<file path="src/rtl/fetch_unit_pkg.sv">
// Shared definitions for the fetch stage: instruction field layout, NOP
// encoding, default widths and the fetch-valid FSM state type.
package fetch_unit_pkg;

   localparam int PC_W_DEF    = 16;
   localparam int INSTR_W_DEF = 16;
   localparam int REG_W_DEF   = 3;

   localparam int OPCODE_W = 4;
   localparam int MODE_W   = 3;

   localparam int OPCODE_LSB = 12;
   localparam int MODE_LSB   = 9;
   localparam int RD_LSB     = 6;
   localparam int RS_LSB     = 3;
   localparam int RT_LSB     = 0;

   // All-zero word decodes to a bubble in the controller
   localparam logic [15:0] INSTR_NOP = 16'h0000;

   localparam logic [OPCODE_W-1:0] OP_NOP = 4'h0;
   localparam logic [OPCODE_W-1:0] OP_ADD = 4'h1;
   localparam logic [OPCODE_W-1:0] OP_LW  = 4'h8;
   localparam logic [OPCODE_W-1:0] OP_SW  = 4'h9;
   localparam logic [OPCODE_W-1:0] OP_BEQ = 4'hA;
   localparam logic [OPCODE_W-1:0] OP_JMP = 4'hC;

   typedef enum logic {
      FETCH_BOOT = 1'b0,
      FETCH_RUN  = 1'b1
   } fetch_state_e;

endpackage

</file>
<file path="src/rtl/fetch_unit_pc_gen.sv">
// Next-fetch-address mux and the pc_if register (address whose word is
// currently returning on the instruction bus).
module fetch_unit_pc_gen
   import fetch_unit_pkg::*;
#(
   parameter int PC_W = PC_W_DEF
) (
   input  logic            clk,
   input  logic            rst,
   input  logic            br_taken,
   input  logic [PC_W-1:0] br_target,
   input  logic            stall,
   output logic [PC_W-1:0] iaddr,
   output logic [PC_W-1:0] pc_if
);

   logic [PC_W-1:0] next_pc;

   always_comb begin
      next_pc = pc_if + PC_W'(1);
      if (br_taken) begin
         next_pc = br_target;
      end else if (stall) begin
         next_pc = pc_if;
      end
   end

   // Memory sees address 0 while reset is held
   assign iaddr = rst ? '0 : next_pc;

   always_ff @(posedge clk or posedge rst) begin
      if (rst) begin
         pc_if <= '0;
      end else begin
         pc_if <= next_pc;
      end
   end

endmodule

</file>
<file path="src/rtl/fetch_unit.sv">
// Instruction fetch stage with IF/ID register, load-use hazard detection
// and branch flush.
//
// state      | meaning
// FETCH_BOOT | word on IDATA is not meaningful (after reset or redirect)
// FETCH_RUN  | word on IDATA belongs to pc_if
module fetch_unit
   import fetch_unit_pkg::*;
#(
   parameter int PC_W    = PC_W_DEF,
   parameter int INSTR_W = INSTR_W_DEF,
   parameter int REG_W   = REG_W_DEF
) (
   input  logic                CLK,
   input  logic                RST,
   output logic [PC_W-1:0]     IADDR,
   input  logic [INSTR_W-1:0]  IDATA,
   input  logic                EX_MEM2REG,
   input  logic [REG_W-1:0]    EX_RD,
   input  logic                BR_TAKEN,
   input  logic [PC_W-1:0]     BR_TARGET,
   output logic [OPCODE_W-1:0] OPCODE,
   output logic [MODE_W-1:0]   MODE,
   output logic [REG_W-1:0]    RD,
   output logic [REG_W-1:0]    RS,
   output logic [REG_W-1:0]    RT,
   output logic [PC_W-1:0]     PC_ID,
   output logic                VALID_ID,
   output logic                STALL
);

   fetch_state_e       state_q;
   fetch_state_e       state_d;
   logic               fetch_valid;
   logic [PC_W-1:0]    pc_if;
   logic [INSTR_W-1:0] instr_id;
   logic [INSTR_W-1:0] instr_view;
   logic               hazard;

   fetch_unit_pc_gen #(.PC_W(PC_W)) u_pc_gen (
      .clk       (CLK),
      .rst       (RST),
      .br_taken  (BR_TAKEN),
      .br_target (BR_TARGET),
      .stall     (STALL),
      .iaddr     (IADDR),
      .pc_if     (pc_if)
   );

   always_ff @(posedge CLK or posedge RST) begin
      if (RST) begin
         state_q <= FETCH_BOOT;
      end else begin
         state_q <= state_d;
      end
   end

   always_comb begin
      state_d = state_q;
      case (state_q)
         FETCH_BOOT: state_d = FETCH_RUN;
         FETCH_RUN:  if (BR_TAKEN) state_d = FETCH_BOOT;
         default:    state_d = FETCH_BOOT;
      endcase
   end

   assign fetch_valid = (state_q == FETCH_RUN);

   // Invalid slot is presented as NOP so the controller issues a bubble
   assign instr_view = VALID_ID ? instr_id : INSTR_W'(INSTR_NOP);

   assign OPCODE = instr_view[OPCODE_LSB +: OPCODE_W];
   assign MODE   = instr_view[MODE_LSB +: MODE_W];
   assign RD     = instr_view[RD_LSB +: REG_W];
   assign RS     = instr_view[RS_LSB +: REG_W];
   assign RT     = instr_view[RT_LSB +: REG_W];

   // Compared regardless of opcode: a spurious stall only costs a cycle
   assign hazard = VALID_ID & EX_MEM2REG & ((EX_RD == RS) | (EX_RD == RT));
   assign STALL  = hazard & ~BR_TAKEN;

   always_ff @(posedge CLK or posedge RST) begin
      if (RST) begin
         instr_id <= '0;
         PC_ID    <= '0;
         VALID_ID <= 1'b0;
      end else if (BR_TAKEN) begin
         instr_id <= '0;
         VALID_ID <= 1'b0;
      end else if (!STALL) begin
         instr_id <= IDATA;
         PC_ID    <= pc_if;
         VALID_ID <= fetch_valid;
      end
   end

endmodule

</file>
<file path="config.mk">
export PLATFORM = sky130hd
export DESIGN_NAME = fetch_unit
export DESIGN_NICKNAME = d
export VERILOG_FILES = /design/src/rtl/fetch_unit_pkg.sv /design/src/rtl/fetch_unit_pc_gen.sv /design/src/rtl/fetch_unit.sv
export SDC_FILE = /design/constraint.sdc
export NUM_CORES = 1
export LEC_CHECK = 0
export CAP_MARGIN = 25
export CORE_ASPECT_RATIO = 0.7
export CORE_MARGIN = 8
export CORE_UTILIZATION = 50
export CTS_CLUSTER_SIZE = 40
export DETAILED_ROUTE_END_ITERATION = 6
export PLACE_DENSITY = 0.85
export SYNTH_ARGS = -nofsm -noshare
export SYNTH_HDL_FRONTEND = slang
export SYNTH_SLANG_ARGS = --single-unit
</file>
<file path="constraint.sdc">
create_clock -name CLK -period 6.2 [get_ports CLK]
set_input_delay 0.62 -clock CLK [delete_from_list [all_inputs] [get_ports CLK]]
set_output_delay 0.62 -clock CLK [all_outputs]
set_load 0.005 [all_outputs]
</file>
Word-level counts from Yosys, hierarchy flattened
Cells that the tools add are included.
{ "op_classes": {"n_bitwise": 7, "reduce_logical": 1, "n_mux": 10, "n_eq_ne": 3, "n_addsub": 1} }
{ "op_table": {"columns": ["operator", "count"], "rows": [
  ["two-way mux 16 bit", 6],
  ["adder 16 x 1 -> 16 bit, second input constant", 1],
  ["equality test 3 bit", 2],
  ["AND 1 bit", 3],
  ["two-way mux 1 bit", 3],
  ["NOT 1 bit", 3],
  ["!= test 2 bit, second input constant", 1],
  ["case mux 1 bit (2 select lines)", 1],
  ["AND reduction 2 bit", 1],
  ["bitwise OR 1 bit", 1]
]} }
{ "totals": {"reg_bits": 50, "wordCells": 27, "input_bits": 39, "output_inout_bits": 50} }

Longest topological paths before layout
Gate-level depths: netlist of the first run.
{ "logic_depth": {"word_depth": 8, "mapped_depth": 6, "mapped_depth_nobuf": 5} }

By module
From an unflattened synthesis of the first run, not the netlist that was laid out.
{ "unflattened": {"cells_unflattened": 266, "hier_area_um2": 2718.9} }
{ "by_module_without_submodules": {"columns": ["module", "seq_area_each_um2", "area_per_inst_um2", "instances", "cells_per_inst"], "rows": [
  ["fetch_unit", 850.8, 1662.8, 1, 142],
  ["fetch_unit_pc_gen", 400.4, 1056.0, 1, 124]
]} }

Least setup slack after synthesis of the first run
No wires, ideal clock.
{ "synth_path": {"path_kind": "input port to output port", "from": "input port RST", "to": "output port IADDR[15]", "setup_slack_ns": 3.269, "path_stages": 5, "n_path_buf": 1, "required_time_ns": 5.580, "arrival_ns": 2.311, "path_cell_list": "clkbuf_1 > inv_1 > and3_1 > o41ai_1 > o211ai_1"} }
{ "synth_via": {"elab_chain_cells": 1} }
{ "synth_rtl": {"columns": ["item", "line_no", "text"], "rows": [
  ["from (decl)", "fetch_unit.sv:15", "input logic RST,"],
  ["two-way mux 16 bit", "fetch_unit_pc_gen.sv:29", "assign iaddr = rst ? '0 : next_pc;"],
  ["to (decl)", "fetch_unit.sv:16", "output logic [PC_W-1:0] IADDR,"]
]} }
No other way between the ends.

Final worst setup path of the first run
{ "layout_path": {"from": "input port EX_RD[2]", "to": "output port IADDR[11]"} }
{ "layout_via": {"elab_chain_cells": 7, "word_cells_on_any_way": 8, "cone_classes": "2 x eq/ne; 3 x mux; 3 x bitwise"} }
{ "layout_rtl": {"columns": ["item", "line_no", "text"], "rows": [
  ["from (decl)", "fetch_unit.sv:19", "input logic [REG_W-1:0] EX_RD,"],
  ["equality test 3 bit", "fetch_unit.sv:79", "assign hazard = VALID_ID & EX_MEM2REG & ((EX_RD == RS) | (EX_RD == RT));"],
  ["bitwise OR 1 bit *", "fetch_unit.sv:79", null],
  ["AND 1 bit *", "fetch_unit.sv:79", null],
  ["AND 1 bit *", "fetch_unit.sv:80", "assign STALL = hazard & ~BR_TAKEN;"],
  ["two-way mux 16 bit *", "fetch_unit_pc_gen.sv:23", "end else if (stall) begin"],
  ["two-way mux 16 bit *", "fetch_unit_pc_gen.sv:21", "if (br_taken) begin"],
  ["two-way mux 16 bit *", "fetch_unit_pc_gen.sv:29", null]
]} }
Mark *: on every way between the ends. The rest lies on a longest branch, timed or not.

==> results.toml, run 1 <==
[status]
status = "finished, final reports clean"

[cts]
cts_tree = "built"
clockBufferDepth = 2
cts_setup_buffers = 0
ctsHoldBuffers = 0
numCtsBuffers = 5
cts.sinks = 50
clock_latency_ns = 0.30
cts_resized = 0
cts-root-buf = "clkbuf_8"
cts_max_level = 2
path_clk_slew_ns = 0.09

[timing]
finalMaxSlewViolations = 0
min_period_ns = 4.23
worst_pin_slew_ns = 0.904
slew_headroom_pct = 39.7
skew_ns = 0.00799
finalSetupViolCount = 0
max_freq_mhz = 237
finalHoldViolCount = 0
setup_tns_ns = 0
rsz0062_at_grt = "no"
period_share_pct = 68.2

[setup_path]
cp_cell_sequence = "clkdlybuf4s50_1 -> xnor2_1 -> and4_1 -> buf_4 -> nor4_1 -> a2111oi_0 -> clkdlybuf4s50_1"
cp_top_family = "buffers and inverters"
end_kind = "output pin"
crit_cells = 7
crit_slowest_cell = "and4_1"
worst-endpoint-arrival_ns = 3.61
cp.buffers_inverters = 3
worstSetupStartpointType = "primary input"
cp.required_ns = 5.58
path_class = "primary input to output pin"
reg2reg_depth = 5
worst-path-max-fanout = 30
worst_path_largest_cell_delay_ns = 0.83
path_common_cell = "clkdlybuf4s50_1"

[die]
coreArea_um2 = 5580
die_w_um = 106
ios = 89
initial_utilization_pct = 50.4
die-area_um2 = 8320
rows = 23
die_h_um = 78.8

[layout]
diodes = 0
fin_nets = 424
filler_cell_count = 459
final_area_um2 = 3800
areaGrowthSynthToFinish_pct = 35.3
multi_input_area_um2 = 1450
regArea_um2 = 1250
drive_above_1_share_pct = 9.64

[power]
power.density_nw_per_um2 = 207
totalPowerFinal_mw = 0.789
p_leak_nw = 1.48
ir_drop_v = 0.000117

[global_route]
grt_pass1_vias = 2659
overflow = 0
grt_start_max_net_pins = 51
antenna_found_initial = 0
grt_use_total_pct = 20.2
grt_pass1_wl_mm = 13.8

[logic_synthesis]
synth_edf_count = 0
synth_nets = 349
synth_flop_cell = "dfrtp_1"
yosysSeqAreaShare_pct = 44.5
syn_avg_cell_area_um2 = 9.10
yosysTopAreaCell = "dfrtp_1"
synth_seq_cells = 50
async_reset_ff_share_pct = 100
syn_area_um2 = 2810
synthTopCellsByArea = "dfrtp_1 (44%), mux2_2 (6.4%), nand3_1 (5.3%)"
yosysWarnings = 0
synth_cells = 309
yosysTopAreaCellShare_pct = 44.5
synth_cell_types = 41

[min_path]
hold_depth = 1
hp-class = "flop to flop"

[detailed_routing]
drt_iter0_drc = 272
final_antenna_net_count = 0
wl_per_cell_um = 18.6
vias = 2811
vias_per_cell = 6.12
first_pass_iters = 4
drc = 0
drt_wl_total_mm = 8.53

[placement]
placed_cell_area_um2 = 3730
place_congestion = 0.881
io_buffers = 88
dp.final_hpwl_mm = 6.01

[job]
drv_cap = 0
-- sequential cells by signal (all words and copies together), names as in the netlist --
name	flops
VALID_ID	1
instr_id	16
fetch_valid	1
u_pc_gen.pc_if	16
PC_ID	16
-- cell type report --
class                      instances  area share, %
sequential                        50           32.9
timing repair buffer              94           24.2
inverter                           4          0.395
clock buffer                       5           1.81
clock inverter                     2          0.263
multi-input combinational        229           38.0
tap                               75           2.47
-- worst paths after layout --
| check | to | slack [ns] | from |
|---|---|---|---|
| hold / removal | fetch_valid | 0.44 | fetch_valid |
| max in group asynchronous | PC_ID[3] | 4.45 | RST |
| setup / recovery | IADDR[11] | 1.97 | EX_RD[2] |
| hold reg to reg | fetch_valid | 0.44 | fetch_valid |
| min in group asynchronous | fetch_valid | 1.32 | RST |
| setup reg to reg | PC_ID[11] | 3.41 | VALID_ID |
-- metrics by stage --
stage / hold slack [ns] / std cells / util [%] / setup slack [ns]
final: 0.443 / 459 / 68.2 / 1.97
after global routing: 0.469 / 459 / 68.2 / 1.78
after CTS: 0.443 / 459 / 68.2 / 1.98
after detailed placement: 0.428 / 452 / 66.7 / 2.02
after global placement: 0.423 / 452 / 66.7 / 2.19
after floorplan: 0.411 / 309 / - / 3.27
-- placed cells by master (no fill, tap or decap), types with 2 or more instances in the layout --
master | netlist | routed
clkbuf_8 | 0 | 5
o211ai_1 | 2 | 2
dfrtp_1 | 50 | 50
or4_4 | 2 | 2
nor3_1 | 7 | 7
o31ai_1 | 2 | 2
and4_1 | 5 | 5
nand4b_1 | 2 | 2
o41ai_1 | 4 | 4
nor2b_1 | 4 | 4
a211oi_1 | 2 | 2
o21ai_0 | 17 | 17
nand2_1 | 21 | 21
and3_1 | 2 | 2
xnor2_1 | 6 | 6
clkinv_2 | 0 | 2
buf_4 | 0 | 6
nor4_1 | 11 | 11
a21oi_1 | 19 | 19
or4_1 | 2 | 2
nand4_1 | 7 | 7
inv_1 | 4 | 3
nand3_1 | 30 | 30
nor2_1 | 18 | 18
and2_1 | 19 | 19
o31a_1 | 3 | 3
mux2_2 | 16 | 16
a2111oi_0 | 2 | 2
a311oi_1 | 3 | 3
a31oi_1 | 7 | 7
clkdlybuf4s50_1 | 0 | 87
or3_1 | 2 | 2
o311ai_0 | 5 | 5
-- Yosys cell counts, types with 2 or more instances --
cell type,n
o21ai_0,17
xnor2_1,6
inv_1,4
a2111oi_0,2
mux2_2,16
a211oi_1,2
nor4_1,11
o31ai_1,2
or4_4,2
and2_1,19
nand4b_1,2
o211ai_1,2
nor3_1,7
buf_2,3
nor2_1,18
a21oi_1,19
nand4_1,7
o41ai_1,4
or4_1,2
o311ai_0,5
or3_1,2
a31oi_1,7
o31a_1,3
a311oi_1,3
nor2b_1,4
and3_1,2
clkbuf_1,21
dfrtp_1,50
nand2_1,21
and4_1,5
nand3_1,30
buf_1,2
-- cell families after synthesis --
kind of cell,share of synthesized area (%)
flops,44.5
fa+ha+maj,0.445
compound gates,15.4
buf+inv,4.14
mux,6.41
xor+xnor,1.87
simple gates,27.2
-- metal layers --
layer	routed length, um	GRT usage (%)	share of wire, %
met5	0	0	0
met4	48	3.78	0.56
met3	753	4.93	8.8
met2	3830	30.2	45
met1	3900	29.1	46
-- where the power goes --
group | switching, mW | internal (mW)
Clock | 0.103 | 0.0760
Sequential | 0.0373 | 0.363
Combinational | 0.0873 | 0.122
No activity file was read; power rests on OpenSTA's default activity.
==> run 2, diff against run 1 <==
- CORE_UTILIZATION: 50 -> 47
- PLACE_DENSITY: 0.85 -> 0.81
- clock period: 6.2 -> 4.05 ns (I/O delays scaled with it)
==> results.toml, run 2 (synthesis gave the netlist of run 1 again) <==
[layout]
multi_input_area_um2 = 1450
final_area_um2 = 3880
mostFrequentLayoutCell = "clkdlybuf4s50_1"
regArea_um2 = 1250
drive_above_1_share_pct = 11.3
fin_nets = 430
top_regs = "PC_ID: 16 flops, instr_id: 16 flops, u_pc_gen.pc_if: 16 flops"
diodes = 0
filler_cell_count = 461
areaGrowthSynthToFinish_pct = 37.9
final_cell_mix = "clkdlybuf4s50_1 (87), dfrtp_1 (50), nand3_1 (30)"

[detailed_routing]
drt_wl_total_mm = 8.56
final_antenna_net_count = 0
drt_iter0_drc = 274
wl_per_cell_um = 18.4
drc = 0
vias = 2838
first_pass_iters = 6
vias_per_cell = 6.09

[placement]
place_congestion = 0.877
placed_cell_area_um2 = 3770
io_buffers = 88
pre_cts_slack_ns = 0.538
dp.final_hpwl_mm = 6.29

[min_path]
hp-class = "flop to flop"

[setup_path]
worst-endpoint-arrival_ns = 3.23
cp.required_ns = 3.64
cp_cell_sequence = "and2_1 -> and4_1 -> buf_4 -> nor4_1 -> nor4_1 -> clkdlybuf4s50_1"
path_class = "flop to output pin"
worst-path-max-fanout = 24
crit_slowest_cell = "and4_1"
end_kind = "output pin"
path_common_cell = "nor4_1"
worstSetupStartpointType = "flop"
worst_path_largest_cell_delay_ns = 0.76

[timing]
skew_ns = 0.00781
setup_slack_ns = 0.419
finalSetupViolCount = 0
rsz0062_at_grt = "no"
max_freq_mhz = 275
min_period_ns = 3.63
slew_headroom_pct = 43.6
finalMaxSlewViolations = 0
period_share_pct = 89.6
finalHoldViolCount = 0
setup_tns_ns = 0
worst_pin_slew_ns = 0.846

[global_route]
antenna_found_initial = 0
grt_pass1_wl_mm = 14.0
grt_use_total_pct = 19.8
grt_start_max_net_pins = 51
grt_pass1_vias = 2799
overflow = 0

[power]
switching_share_pct = 27.8
clkPwrFrac_pct = 27.2
p_comb_share_pct = 25.1
totalPowerFinal_mw = 1.28
intPower_mw = 0.926
power.density_nw_per_um2 = 331
switchingPower_mw = 0.357
power_frac_seq_pct = 47.7
p_leak_nw = 1.52
ir_drop_v = 0.000226

[die]
die_h_um = 80.7
rows = 23
ios = 89
coreArea_um2 = 5760
die_w_um = 108
die-area_um2 = 8760
initial_utilization_pct = 48.9

[job]
drv_cap = 0

[cts]
path_clk_slew_ns = 0.09
clockBufferDepth = 2
ctsHoldBuffers = 0
clock_latency_ns = 0.30
cts_max_level = 2
cts_resized = 0
cts_setup_buffers = 0
cts.sinks = 50
cts-root-buf = "clkbuf_8"
cts_tree = "built"
numCtsBuffers = 5

[status]
status = "finished, final reports clean"
==> run 2: changes by cell type in the layout (fill, tap and decap cells not counted), sizes merged <==
cell	change
bufinv	+1
buf	+6
==> run 2: worst paths after layout <==
kind                              from            endpoint  slack, ns  cells past startpoint
setup reg to reg              VALID_ID            PC_ID[6]       1.46                      5
min in group asynchronous          RST  u_pc_gen.pc_if[14]       1.15                      3
setup / recovery              VALID_ID           IADDR[13]       0.42                      6
hold reg to reg            fetch_valid         fetch_valid       0.45                      1
hold / removal             fetch_valid         fetch_valid       0.45                      1
max in group asynchronous          RST   u_pc_gen.pc_if[2]       2.48                      3
==> run 2: layout make-up <==
type	instances	area share [%]
multi-input cells	229	37.2
inverters	4	0.387
repair buffers	100	24.9
well taps	75	2.42
clock buffers	5	1.77
clock inverters	3	1.03
flip-flops and latches	50	32.2
==> run 2: worst max-delay path, delay by kind of cell, from the launching register on <==
family | cells | cell delay [ns]
buf+inv | 2 | 0.88
flops | 1 | 0.61
simple gates | 4 | 1.43
==> run 2: stage by stage <==
step,util (%),hold WS [ns],cells
floorplan,-,0.411,309
global placement,65.5,0.423,458
detailed placement,65.5,0.428,458
CTS,67.4,0.442,466
global route,67.4,0.456,466
finish,67.4,0.454,466
==> run 2: metal layers <==
metal	vias up	share of wire [%]	global-route usage, %
met2	147	44	30.9
met5	-	0	0
met3	12	8.9	4.32
met4	0	0.91	4.08
li1	1318	-	-
met1	1361	46	27.6
==> run 2: power groups by stage <==
stage	Clock, mW	Combinational (mW)	Sequential [mW]
floorplan	0	0.151	0.604
global placement	0	0.315	0.617
detailed placement	0	0.323	0.620
CTS	0.354	0.325	0.611
global route	0.377	0.352	0.621
finish	0.349	0.322	0.612
